File: src/rtl/exhaustive_sweep_capture_pkg.sv
// -----------------------------------------------------------------------------
// sweep_pkg
// Shared definitions for the exhaustive sweep capture block:
//   - sweep_state_t : sequencer states
//   - DEFAULT_POLY  : default MISR feedback polynomial (CRC-16-CCITT taps)
//   - gray_of()     : binary-to-Gray conversion used for Gray-ordered sweeps
// -----------------------------------------------------------------------------
package sweep_pkg;

  typedef enum logic [2:0] {
    S_IDLE    = 3'd0,
    S_DRIVE   = 3'd1,
    S_SETTLE  = 3'd2,
    S_CAPTURE = 3'd3,
    S_DONE    = 3'd4
  } sweep_state_t;

  localparam logic [15:0] DEFAULT_POLY = 16'h1021;

  // Sweep index is at most 16 bits wide; callers truncate to their width.
  function automatic logic [15:0] gray_of(input logic [15:0] idx);
    return idx ^ (idx >> 1);
  endfunction

endpackage

File: src/rtl/exhaustive_sweep_capture_misr.sv
// -----------------------------------------------------------------------------
// misr_reg
// Multiple-input signature register. Each enabled cycle shifts the signature
// left, applies POLY feedback when the outgoing MSB is set, and XORs in the
// zero-extended input word.
// Ports:
//   CK    in   clock, rising edge
//   reset in   asynchronous active-low reset (loads SEED)
//   clr   in   synchronous reload of SEED (has priority over en)
//   en    in   fold din into the signature this edge
//   din   in   DIN_W-bit word to fold in
//   sig   out  current signature
// -----------------------------------------------------------------------------
module misr_reg
  import sweep_pkg::*;
#(
  parameter int               SIG_W = 16,
  parameter int               DIN_W = 1,
  parameter logic [SIG_W-1:0] POLY  = SIG_W'(DEFAULT_POLY),
  parameter logic [SIG_W-1:0] SEED  = '0
) (
  input  logic             CK,
  input  logic             reset,
  input  logic             clr,
  input  logic             en,
  input  logic [DIN_W-1:0] din,
  output logic [SIG_W-1:0] sig
);

  logic [SIG_W-1:0] sig_nxt;

  always_comb begin
    sig_nxt = {sig[SIG_W-2:0], 1'b0}
            ^ (sig[SIG_W-1] ? POLY : '0)
            ^ SIG_W'(din);
  end

  always_ff @(posedge CK or negedge reset) begin
    if (!reset) begin
      sig <= SEED;
    end else if (clr) begin
      sig <= SEED;
    end else if (en) begin
      sig <= sig_nxt;
    end
  end

endmodule

File: src/rtl/exhaustive_sweep_capture.sv
// -----------------------------------------------------------------------------
// exhaustive_sweep_capture
// Walks every 2^N_IN input vector (binary or Gray order) into a circuit under
// test, waits SETTLE_CYC cycles, samples the response once, streams each
// (vector, response) record over valid/ready and folds the response into a
// MISR signature.
// Ports:
//   CK        in   clock, rising edge
//   reset     in   asynchronous active-low reset
//   start     in   begin a sweep from IDLE or DONE
//   abort     in   return to IDLE, clear outputs and signature (beats start)
//   stim_out  out  registered vector to the circuit under test
//   resp_in   in   response from the circuit under test
//   cap_valid out  capture record valid
//   cap_ready in   logger accepts record
//   cap_vec   out  vector the record belongs to
//   cap_resp  out  sampled response
//   busy      out  high in DRIVE/SETTLE/CAPTURE
//   done      out  high while in DONE
//   sig       out  MISR signature, final once done is high
// -----------------------------------------------------------------------------
module exhaustive_sweep_capture
  import sweep_pkg::*;
#(
  parameter int               N_IN       = 3,
  parameter int               N_OUT      = 1,
  parameter int               SETTLE_CYC = 1,
  parameter int               GRAY       = 0,
  parameter int               SIG_W      = 16,
  parameter logic [SIG_W-1:0] POLY       = SIG_W'(DEFAULT_POLY),
  parameter logic [SIG_W-1:0] SEED       = '0
) (
  input  logic             CK,
  input  logic             reset,
  input  logic             start,
  input  logic             abort,
  output logic [N_IN-1:0]  stim_out,
  input  logic [N_OUT-1:0] resp_in,
  output logic             cap_valid,
  input  logic             cap_ready,
  output logic [N_IN-1:0]  cap_vec,
  output logic [N_OUT-1:0] cap_resp,
  output logic             busy,
  output logic             done,
  output logic [SIG_W-1:0] sig
);

  // One extra index bit keeps the terminal compare unambiguous at N_IN=16.
  localparam logic [N_IN:0] LAST_IDX  = {1'b0, {N_IN{1'b1}}};
  localparam logic [7:0]    SETTLE_LD = 8'(SETTLE_CYC);

  sweep_state_t  state;
  logic [N_IN:0] idx;
  logic [N_IN:0] idx_nxt;
  logic [7:0]    settle_cnt;
  logic          sweep_start;
  logic          cap_take;
  logic          misr_clr;

  function automatic logic [N_IN-1:0] vec_of(input logic [N_IN:0] i);
    logic [15:0] w;
    logic [15:0] g;
    w = 16'(i[N_IN-1:0]);
    g = (GRAY != 0) ? gray_of(w) : w;
    return g[N_IN-1:0];
  endfunction

  assign idx_nxt     = idx + {{N_IN{1'b0}}, 1'b1};
  assign sweep_start = start && !abort && ((state == S_IDLE) || (state == S_DONE));
  // Edge that enters CAPTURE: straight from DRIVE with no settle time,
  // otherwise the last SETTLE cycle.
  assign cap_take    = !abort &&
                       (((state == S_DRIVE) && (SETTLE_CYC == 0)) ||
                        ((state == S_SETTLE) && (settle_cnt == 8'd1)));
  assign misr_clr    = abort || sweep_start;

  misr_reg #(
    .SIG_W (SIG_W),
    .DIN_W (N_OUT),
    .POLY  (POLY),
    .SEED  (SEED)
  ) u_misr (
    .CK    (CK),
    .reset (reset),
    .clr   (misr_clr),
    .en    (cap_take),
    .din   (resp_in),
    .sig   (sig)
  );

  // stim_out is loaded on the edge that enters DRIVE, so the circuit under
  // test already sees the new vector during DRIVE. This gives a meaningful
  // sample even with SETTLE_CYC=0, and cap_vec can copy stim_out directly.
  always_ff @(posedge CK or negedge reset) begin
    if (!reset) begin
      state      <= S_IDLE;
      idx        <= '0;
      settle_cnt <= '0;
      stim_out   <= '0;
      cap_vec    <= '0;
      cap_resp   <= '0;
      cap_valid  <= 1'b0;
      busy       <= 1'b0;
      done       <= 1'b0;
    end else if (abort) begin
      state      <= S_IDLE;
      idx        <= '0;
      settle_cnt <= '0;
      stim_out   <= '0;
      cap_vec    <= '0;
      cap_resp   <= '0;
      cap_valid  <= 1'b0;
      busy       <= 1'b0;
      done       <= 1'b0;
    end else begin
      case (state)
        S_IDLE, S_DONE: begin
          if (sweep_start) begin
            idx      <= '0;
            stim_out <= vec_of('0);
            done     <= 1'b0;
            busy     <= 1'b1;
            state    <= S_DRIVE;
          end
        end
        S_DRIVE: begin
          settle_cnt <= SETTLE_LD;
          if (cap_take) begin
            cap_resp  <= resp_in;
            cap_vec   <= stim_out;
            cap_valid <= 1'b1;
            state     <= S_CAPTURE;
          end else begin
            state <= S_SETTLE;
          end
        end
        S_SETTLE: begin
          if (cap_take) begin
            cap_resp  <= resp_in;
            cap_vec   <= stim_out;
            cap_valid <= 1'b1;
            state     <= S_CAPTURE;
          end else begin
            settle_cnt <= settle_cnt - 8'd1;
          end
        end
        S_CAPTURE: begin
          if (cap_ready) begin
            cap_valid <= 1'b0;
            if (idx == LAST_IDX) begin
              busy  <= 1'b0;
              done  <= 1'b1;
              state <= S_DONE;
            end else begin
              idx      <= idx_nxt;
              stim_out <= vec_of(idx_nxt);
              state    <= S_DRIVE;
            end
          end
        end
        default: begin
          state <= S_IDLE;
          busy  <= 1'b0;
          done  <= 1'b0;
        end
      endcase
    end
  end

endmodule

File: config.mk
export PLATFORM = sky130hd
export DESIGN_NAME = exhaustive_sweep_capture
export DESIGN_NICKNAME = d
export VERILOG_FILES = /design/src/rtl/exhaustive_sweep_capture_pkg.sv /design/src/rtl/exhaustive_sweep_capture_misr.sv /design/src/rtl/exhaustive_sweep_capture.sv
export SDC_FILE = /design/constraint.sdc
export NUM_CORES = 1
export LEC_CHECK = 0
export CAP_MARGIN = 20
export CORE_MARGIN = 5
export CORE_UTILIZATION = 30
export CTS_BUF_LIST = sky130_fd_sc_hd__clkbuf_2 sky130_fd_sc_hd__clkbuf_4 sky130_fd_sc_hd__clkbuf_8
export DETAILED_ROUTE_END_ITERATION = 10
export GPL_TIMING_DRIVEN = 0
export PLACE_DENSITY_LB_ADDON = 0.08
export SLEW_MARGIN = 20
export SYNTH_ARGS = -nofsm -noshare
export SYNTH_HDL_FRONTEND = slang
export SYNTH_HIERARCHICAL = 1
export SYNTH_SLANG_ARGS = --single-unit
File: constraint.sdc
create_clock -name CK -period 2.66 [get_ports CK]
set_input_delay 0.798 -clock CK [delete_from_list [all_inputs] [get_ports CK]]
set_output_delay 0.798 -clock CK [all_outputs]
set_load 0.02 [all_outputs]
# --- After elaboration in Yosys (flattened, before gate mapping) ---
# Cells that the tools add are included.
classes:
  n_addsub: 2
  multipliers: 0
  div_mod_pow: 0
  magnitude_cmp: 0
  eq_ne: 14
  n_shift: 0
  mux: 43
  n_bitwise: 2
  reduce_logical: 22
ops:
  columns: ["op", "n"]
  rows:
  - ["two-way mux 3 bit", 12]
  - ["two-way mux 16 bit", 2]
  - ["!= test 3 bit (second input constant)", 6]
  - ["two-way mux 4 bit", 4]
  - ["two-way mux 8 bit", 2]
  - ["one-hot mux 8 bit (2 select lines)", 1]
  - ["XOR 16 x 1 -> 16 bit", 1]
  - ["XOR 16 bit", 1]
  - ["two-way mux 1 bit", 15]
  - ["two-way mux 13 bit", 1]
  - ["one-hot mux 3 bit (4 select lines)", 1]
  - ["nonzero test 3 bit", 3]
  - ["equality test 8 x 1 -> 1 bit (second input constant)", 1]
  - ["one-hot mux 4 bit (2 select lines)", 1]
  - ["AND reduction 4 bit", 2]
  - ["subtractor 8 x 1 -> 8 bit (second input constant)", 1]
  - ["equality test 3 x 2 -> 1 bit (second input constant)", 2]
  - ["one-hot mux 1 bit (3 select lines)", 2]
  - ["one-hot mux 3 bit (2 select lines)", 1]
  - ["AND reduction 3 bit", 2]
  - ["nonzero test 2 bit", 3]
  - ["adder 4 x 1 -> 4 bit (second input constant)", 1]
  - ["equality test 4 x 3 -> 1 bit (second input constant)", 1]
  - ["logical AND 1 bit", 4]
  - ["other kinds (10)", 13]
word_totals:
  register_bits: 41
  latch_bits: 0
  ram_bits: 0
  rom_bits: 0
  input_bits: 6
  out_inout_bits: 26
  elab_cells: 93
  mem_count: 0

# --- Longest topological paths before layout ---
# Gate-level depths: netlist (run 1).
logic_depth:
  depth_word: 6
  ltp_mapped: 9
  depth_no_buf: 7

# --- By module ---
# The synthesis (run 1) kept the hierarchy.
by_module_without_submodules:
  columns: ["mod", "n_inst", "cells_each", "area_per_inst_um2", "seq_area_each_um2"]
  rows:
  - ["exhaustive_sweep_capture", 1, 136, 1253.7, 550.5]
  - ["misr_reg", 1, 55, 700.7, 400.4]

# --- Worst setup path after synthesis (run 1) ---
# OpenSTA, ideal clock, no wires.
synth_timing:
  kind: "input to register"
  start: "input abort"
  end: "register u_misr.sig[6]"
  setup_ns: 0.121
  arrival_ns: 1.898
  required_ns: 2.539
  setup_slack_ns: 0.641
  cell_stages: 7
  n_path_buf: 4
  path_cell_list: "clkbuf_1 > clkbuf_1 > nor2_1 > buf_6 > buf_12 > mux2i_1 > nor2_1"
synth_via:
  elab_cells_between_ends: 7
  cone_classes: "mux (1); reduce/logical (6)"
synth_lines:
  columns: ["element", "line", "rtl"]
  rows:
  - ["from (decl)", "exhaustive_sweep_capture.sv:36", "input logic abort,"]
  - ["logical NOT 1 bit", "exhaustive_sweep_capture.sv:72", "assign cap_take = !abort &&"]
  - ["logical AND 1 bit", "exhaustive_sweep_capture.sv:72", null]
  - ["net cap_take", "exhaustive_sweep_capture.sv:57", "logic cap_take;"]
  - ["nonzero test 2 bit (no source line)", null, null]
  - ["to (signal assigned)", "exhaustive_sweep_capture_misr.sv:44", "sig <= sig_nxt;"]
  - ["to (decl)", "exhaustive_sweep_capture_misr.sv:27", "output logic [SIG_W-1:0] sig"]
# The timed path passes the listed nets, and every way through them passes these cells.
# A chain may end at the register's enable or synchronous reset.

# --- Worst setup path after layout (run 1) ---
layout_timing:
  start: "input abort"
  end: "register u_misr.sig[8]"
# The elaborated chain is that of the path after synthesis.

==> out/qor_table.md, run 1 <==
| Result | This run | Unit |
|---|---|---|
| Net total in the final layout | 238 | - |
| # diodes | 0 | - |
| Avg Vias per Cell | 4.76 | - |
| Number of synthesized register bits | 38 | - |
| Remaining routing DRC violations | 0 | - |
| Clock Skew | 0.00537 | ns |
| Final min period | 2.37 | ns |
| Synthesized instance count | 191 | - |
| Cell repeated most along the worst path | nor2_1 | - |
| DR vias | 1,460 | - |
| Share of the clock period used by the worst path | 89.2 | % |
| Sinks on the clock net | 38 | - |
| Die height | 90.7 | µm |
| Peak supply drop | 0.285 | mV |
| Nets in the synthesized netlist | 200 | - |
| Final total power | 1.66 | mW |
| Die span in x | 90.7 | µm |
| Slack of the worst reg-to-reg path | 0.45 | ns |
| Register area share after synthesis | 48.7 | % |
| Slew at the pin closest to its max-slew limit | 0.486 | ns |
| Routability-driven placement congestion ratio | 0.733 | - |
| Total overflow reported by the global router | 0 | - |
| Nature of the critical path startpoint | primary input | - |
| Vias in the first global route | 1,516 | - |
| Final-report hold violation count | 0 | - |
| Number of synthesized flops with an enable pin | 0 | - |
| Deepest clock path buffer count | 2 | - |
| Number of placement rows | 29 | - |
| Synth async-reset ratio | 100 | % |
| Clock latency on the worst-skew pair | 0.29 | ns |
| Kind of path behind the tightest hold check | primary input to asynchronous set/reset pin | - |
| Worst-path cell chain | clkdlybuf4s50_1 -> clkbuf_2 -> nor2_1 -> buf_6 -> buf_12 -> mux2i_1 -> nor2_1 | - |
| End of the worst register-to-register path | u_misr/sig[8] | - |
| Power Dens Cells | 672 | nW/µm² |
| Post-detail-place hpwl | 3.12 | mm |
| Total routing usage reported by global routing | 11.5 | % |
| Starting density of the core | 30.8 | % |
| DRT Wirelength | 4.31 | mm |
| Leakage power | 1.01 | nW |
| Number of antenna violations at the first check in global routing | 0 | - |
| Setup Buffers After CTS | 0 | - |
| Maxcap violations | 0 | - |
| Post-synth top area share | 48.7 | % |
| I/O Buffers | 31 | - |
| Utilization after layout | 38.9 | % |
| Die footprint | 8230 | µm² |
| Total number of H-tree levels | 2 | - |
| Post-synthesis average cell area | 10.2 | µm² |
| Area Overhead vs Synth | 26.3 | % |
| Arrival @ worst endpoint | 2.55 | ns |
| Core outline area | 6350 | µm² |
| Global-route wire length before repair | 7.76 | mm |
| RR Startpoint | settle_cnt[2] | - |
| Run status | complete, no violations | - |
| Critical path type | primary input to flop | - |
| Cell types with the highest counts after synthesis | dfrtp_1 (38), nor2_1 (26), mux2i_1 (17) | - |
| Cell depth of the worst flop-to-flop path | 7 | - |
| Distinct cell type count after synthesis | 43 | - |
| Clock root cell | clkbuf_8 | - |
| Data required time at the worst endpoint | 2.84 | ns |
| Buffers & Inverters on Critical Path | 4 | - |
| Routed Antenna Nets | 0 | - |
| Filler Cells Inserted | 629 | - |
| Endpoint type of the worst setup path | flop | - |
| Mapped Area | 1950 | µm² |
| Leading cell types by total area after synthesis | dfrtp_1 (49%), mux2i_1 (8.7%), nor2_1 (5.0%), a21oi_1 (3.6%), nand2_1 (2.7%) | - |
| Clock-pin slew reported for the worst setup and hold paths after clock tree synthesis | 0.08 | ns |
| Detailed-route wire length per cell | 14.0 | µm |
| Largest delay share family, worst path | buffers and inverters | - |
| Largest net degree at the start of global routing | 24 | - |
| Synth area leader | dfrtp_1 | - |
| Setup repair after global routing missed its margin | false | - |
| Relative slew slack | 67.5 | % |
| Clock tree from TritonCTS | done | - |
| Leading register cell type out of synthesis | dfrtp_1 | - |
| Total number of yosys warnings | 6 | - |
| First-pass detailed-route iteration total | 4 | - |
| Minimum setup slack after placement | -0.349 | ns |
| Number of clock buffers inserted by TritonCTS | 5 | - |
| I/O Pins | 32 | - |
| Pins over their slew limit | 0 | - |
| Number of setup violations in the final report | 0 | - |
| Crit path max fanout | 13 | - |
| Hold bufs inserted after CTS | 0 | - |
| Cell with the most instances after synthesis | dfrtp_1 | - |
| DRT iter0 DRCs | 37 | - |
| Fraction of layout cells with a size suffix above 1 | 13.9 | % |
| Slowest library cell on the worst path | clkdlybuf4s50_1 | - |
| Highest Clock Rate | 421 | MHz |
| Worst Slack Setup Final | 0.287 | ns |
| Max incr delay on CP | 0.66 | ns |
[where the power goes]
part | switching (mW) | internal (mW) | total, mW | leakage, nW
clock network | 0.212 | 0.208 | 0.420 | 0.0472
logic | 0.307 | 0.242 | 0.549 | 0.442
registers | 0.0560 | 0.635 | 0.691 | 0.525
[registers in the layout (all words and copies together), names as in the netlist]
name        cells
u_misr/sig     16
settle_cnt      8
cap_vec         3
state           3
idx             2
stim_out        2
busy            1
cap_resp        1
cap_valid       1
done            1
[worst register-to-register path, cell delays in order (launching register included)]
cell and delay, ns:
dfrtp_1 0.43, nor4_1 0.44, nand3_1 0.39, nor2_1 0.24
buf_6 0.20, buf_12 0.16, mux2i_1 0.20, nor2_1 0.05
[through the flow]
| step | TNS (ns) | hold WS, ns | area (µm²) | instances |
|---|---|---|---|---|
| CTS | 0 | 0.429 | 2470 | 308 |
| finish | 0 | 0.421 | 2470 | 307 |
| global route | 0 | 0.450 | 2470 | 307 |
| floorplan | 0 | 0.502 | 1950 | 191 |
| global placement | -16.24 | 0.511 | 2360 | 299 |
| detailed placement | -4.06 | 0.514 | 2380 | 300 |
[kinds of logic (layout without fill, tap and decap cells)]
logic type	Yosys count	in the layout	share of synthesized area, %
and+or+nand+nor	77	77	20.6
DFF	38	38	48.7
AOI/OAI and AO/OA	32	32	11.5
muxes	17	17	8.71
buffers and inverters	17	56	5.51
xor gates and xnor gates	7	7	3.14
adders and majority gates	3	3	1.92
[routing by layer]
layer  track usage (%)  routed length [µm]  vias up
li1                  -                   -      733
met1              15.4                2090      696
met2              17.8                1980       27
met3              3.42                 210        4
met4              3.72                  39        0
met5                 0                   0        -
[cells in the final DEF (no fill, tap or decap), types with 6 or more instances in the layout]
cell type and count:
a21oi_1 14, clkbuf_8 6, clkdlybuf4s50_1 30, dfrtp_1 38, mux2i_1 17, nand2_1 14
nor2_1 26
[how the worst max path moves through the flow]
| stage | start | end | slack, ns | depth (start not counted) |
|---|---|---|---|---|
| floorplan | abort | u_misr/sig[6] | 0.64 | 7 |
| global placement | abort | u_misr/sig[8] | -0.38 | 8 |
| detailed placement | abort | u_misr/sig[8] | -0.35 | 8 |
| CTS | abort | u_misr/sig[8] | 0.11 | 8 |
| global route | abort | u_misr/sig[6] | 0.07 | 7 |
| finish | abort | u_misr/sig[8] | 0.29 | 7 |
[layout make-up]
cell class | instances | area (µm²) | area share, %
Buffer | 12 | 90.1 | 3.65
Clock buffer | 6 | 82.6 | 3.35
Clock inverter | 2 | 12.5 | 0.507
Inverter | 4 | 15.0 | 0.608
Multi-Input combinational cell | 136 | 896 | 36.3
Sequential cell | 38 | 951 | 38.5
Tap cell | 77 | 96.3 | 3.90
Timing Repair Buffer | 32 | 325 | 13.2
[what timing repair did]
item	4_1_cts	5_1_grt
gates cloned	0	0
gates resized for setup	1	0
hold endpoints to repair	0	0
setup endpoints to repair	5	5
Power figures use the tool's default switching activity.
==> run 2: changes to the inputs <==
==> constraint.sdc (replaced) <==
create_clock -name CK -period 2.7 [get_ports CK]
set_input_delay 0.81 -clock CK [delete_from_list [all_inputs] [get_ports CK]]
set_output_delay 0.81 -clock CK [all_outputs]
set_load 0.005 [all_outputs]
==> results of run 2 <==
Same layout as run 1 (identical final DEF). Status: complete, no violations.
Among the figures that moved: setup slack after placement -0.349 ns -> -0.321 ns; setup slack after layout 0.287 ns -> 0.315 ns; hold slack 0.421 ns -> 0.433 ns; register-to-register setup slack 0.45 ns -> 0.49 ns; total power 1.66 mW -> 1.62 mW; worst IR drop on VDD 0.285 mV -> 0.258 mV
==> run 3: changes to the inputs <==
--- a/config.mk
+++ b/config.mk
@@ -12,6 +12,7 @@
 export DETAILED_ROUTE_END_ITERATION = 10
 export GPL_TIMING_DRIVEN = 0
 export PLACE_DENSITY_LB_ADDON = 0.08
+export RECOVER_POWER = 25
 export SLEW_MARGIN = 20
 export SYNTH_ARGS = -nofsm -noshare
 export SYNTH_HDL_FRONTEND = slang
==> out/qor_table.md, run 3 (synthesized netlist as in run 1, its figures left out) <==
| Result | This run | Unit |
|---|---|---|
| Run status | complete, no violations | - |
| I/O Buffers | 31 | - |
| Die height | 90.7 | µm |
| Instance count after placement with tap cells included | 300 | - |
| Slack of the worst reg-to-reg path | 0.49 | ns |
| Top routing layer used | met4 | - |
| Die span in x | 90.7 | µm |
| Hold depth | 2 | - |
| Final min period | 2.39 | ns |
| Area Overhead vs Synth | 25.9 | % |
| Net total in the final layout | 238 | - |
| CTS resizes | 1 | - |
| Endpoint type of the worst setup path | flop | - |
| Data required time at the worst endpoint | 2.88 | ns |
| Total number of H-tree levels | 2 | - |
| Final total power | 1.62 | mW |
| Sinks on the clock net | 38 | - |
| Worst hold margin | 0.523 | ns |
| Starting density of the core | 30.8 | % |
| Routed Antenna Nets | 0 | - |
| Most flop-heavy register | u_misr/sig | - |
| Total routing usage reported by global routing | 11.5 | % |
| RR Startpoint | settle_cnt[2] | - |
| Utilization after layout | 38.7 | % |
| Hold Startpoint | cap_vec[2] | - |
| Cell depth of the worst flop-to-flop path | 7 | - |
| Arrival @ worst endpoint | 2.56 | ns |
| Power Dens Cells | 659 | nW/µm² |
| Non-filler cells in the finished layout | 307 | - |
| Total area of multi-input combinational cells | 896 | µm² |
| Largest regs | u_misr/sig: 16 flops, settle_cnt: 8 flops | - |
| I/O Pins | 32 | - |
| Detailed-route wire length per cell | 14.0 | µm |
| Total length of routed met2 wires | 1.98 | mm |
| Clock-pin slew reported for the worst setup and hold paths after clock tree synthesis | 0.08 | ns |
| Peak supply drop | 0.258 | mV |
| Hold Path Sink | cap_vec[2] | - |
| Net switching power | 554 | µW |
| Clock latency on the worst-skew pair | 0.29 | ns |
| Vias in the first global route | 1,516 | - |
| Filler Cells Inserted | 632 | - |
| Area taken by flip-flops and latches | 951 | µm² |
| Relative slew slack | 27.9 | % |
| Clock root cell | clkbuf_8 | - |
| Leakage power | 1.01 | nW |
| Total overflow reported by the global router | 0 | - |
| Crit path max fanout | 13 | - |
| Avg Vias per Cell | 4.76 | - |
| Remaining routing DRC violations | 0 | - |
| Slowest library cell on the worst path | clkdlybuf4s50_1 | - |
| Minimum setup slack after placement | -0.321 | ns |
| Clock network fraction of design power | 25.5 | % |
| Setup Buffers After CTS | 0 | - |
| Number of clock buffers inserted by TritonCTS | 5 | - |
| Internal Dissipation | 1.07 | mW |
| Switching share of power | 34.2 | % |
| Flip-flop count of the largest register after layout | 16 | - |
| # diodes | 0 | - |
| Largest net degree at the start of global routing | 24 | - |
| Most common library cell in the layout ignoring fill and taps | dfrtp_1 | - |
| Hold bufs inserted after CTS | 0 | - |
| Highest Clock Rate | 419 | MHz |
| Largest delay share family, worst path | buffers and inverters | - |
| Nature of the critical path startpoint | primary input | - |
| Commonest cells after routing, fill and taps aside | dfrtp_1 (38), clkdlybuf4s50_1 (30), nor2_1 (26) | - |
| Deepest clock path buffer count | 2 | - |
| Cell repeated most along the worst path | nor2_1 | - |
| Die footprint | 8230 | µm² |
| Kind of path behind the tightest hold check | flop to flop | - |
| Clock tree from TritonCTS | done | - |
| Clock Skew | 0.00519 | ns |
| Worst-path cell chain | clkdlybuf4s50_1 -> clkbuf_2 -> nor2_1 -> buf_6 -> buf_12 -> mux2i_1 -> nor2_1 | - |
| Combinational share of power | 32.5 | % |
| DRT iter0 DRCs | 40 | - |
| DRT Wirelength | 4.30 | mm |
| Number of setup violations in the final report | 0 | - |
| Slew at the pin closest to its max-slew limit | 1.08 | ns |
| End of the worst register-to-register path | u_misr/sig[8] | - |
| DR vias | 1,462 | - |
| Maxcap violations | 0 | - |
| Number of antenna violations at the first check in global routing | 0 | - |
| First-pass detailed-route iteration total | 4 | - |
| Setup repair after global routing missed its margin | false | - |
| Share of the clock period used by the worst path | 88.3 | % |
| Pins over their slew limit | 0 | - |
| Critical path type | primary input to flop | - |
| Max incr delay on CP | 0.66 | ns |
| Global-route wire length before repair | 7.76 | mm |
| Routability-driven placement congestion ratio | 0.733 | - |
| Fraction of layout cells with a size suffix above 1 | 13.0 | % |
| Buffers & Inverters on Critical Path | 4 | - |
| Core outline area | 6350 | µm² |
| Met3 Routed Length | 209 | µm |
| Number of placement rows | 29 | - |
| Post-detail-place hpwl | 3.12 | mm |
| Detailed-routing wirelength on met1 | 2.07 | mm |
| Proportion of power drawn by flip-flops and latches | 42.0 | % |
| Worst Slack Setup Final | 0.315 | ns |
| Final-report hold violation count | 0 | - |
-- run 3: changes by cell type in the layout (fill, tap and decap cells not counted) --
| cell | before | now |
|---|---|---|
| buf_12 | 2 | 1 |
| buf_2 | 4 | 3 |
| clkbuf_1 | 1 | 2 |
| dlymetal6s2s_1 | 0 | 1 |
-- run 3: worst min-delay path, cell delays in order, from the launching register on --
cell,delay (ns)
dfrtp_1,0.38
nand2_1,0.05
a21oi_1,0.05
-- run 3: worst max-delay path by stage --
stage | start | end | slack [ns] | depth (start not counted)
after floorplan | abort | u_misr/sig[6] | 0.67 | 7
after global placement | abort | u_misr/sig[8] | -0.35 | 8
after detailed placement | abort | u_misr/sig[8] | -0.32 | 8
after CTS | abort | u_misr/sig[8] | 0.14 | 8
after global routing | reset | done | 0.08 | 2
final | abort | u_misr/sig[8] | 0.31 | 7
-- run 3: final cells by class --
| type | instances | area share, % |
|---|---|---|
| well taps | 77 | 3.92 |
| inverters | 4 | 0.610 |
| repair buffers | 32 | 12.9 |
| clock inverters | 2 | 0.509 |
| multi-input cells | 136 | 36.4 |
| clock buffers | 6 | 3.36 |
| plain buffers | 12 | 3.66 |
| flip-flops and latches | 38 | 38.7 |
-- run 3: metrics by stage --
| stage | cell area (µm²) | setup TNS, ns |
|---|---|---|
| final | 2460 | 0 |
| after global routing | 2460 | 0 |
| after global placement | 2360 | -14.73 |
| after detailed placement | 2380 | -3.61 |
| after floorplan | 1950 | 0 |
| after CTS | 2470 | 0 |
-- run 3: per-layer routing --
layer | GRT usage (%) | vias to the layer above
li1 | - | 733
met1 | 15.4 | 698
met2 | 17.8 | 27
met3 | 3.42 | 4
met4 | 3.72 | 0
met5 | 0 | -
-- run 3: power groups by stage --
stage	Clock (mW)	Sequential, mW	Combinational, mW
floorplan	0	0.677	0.412
global placement	0	0.693	0.540
detailed placement	0	0.690	0.537
CTS	0.437	0.682	0.538
global route	0.465	0.694	0.609
finish	0.414	0.681	0.526
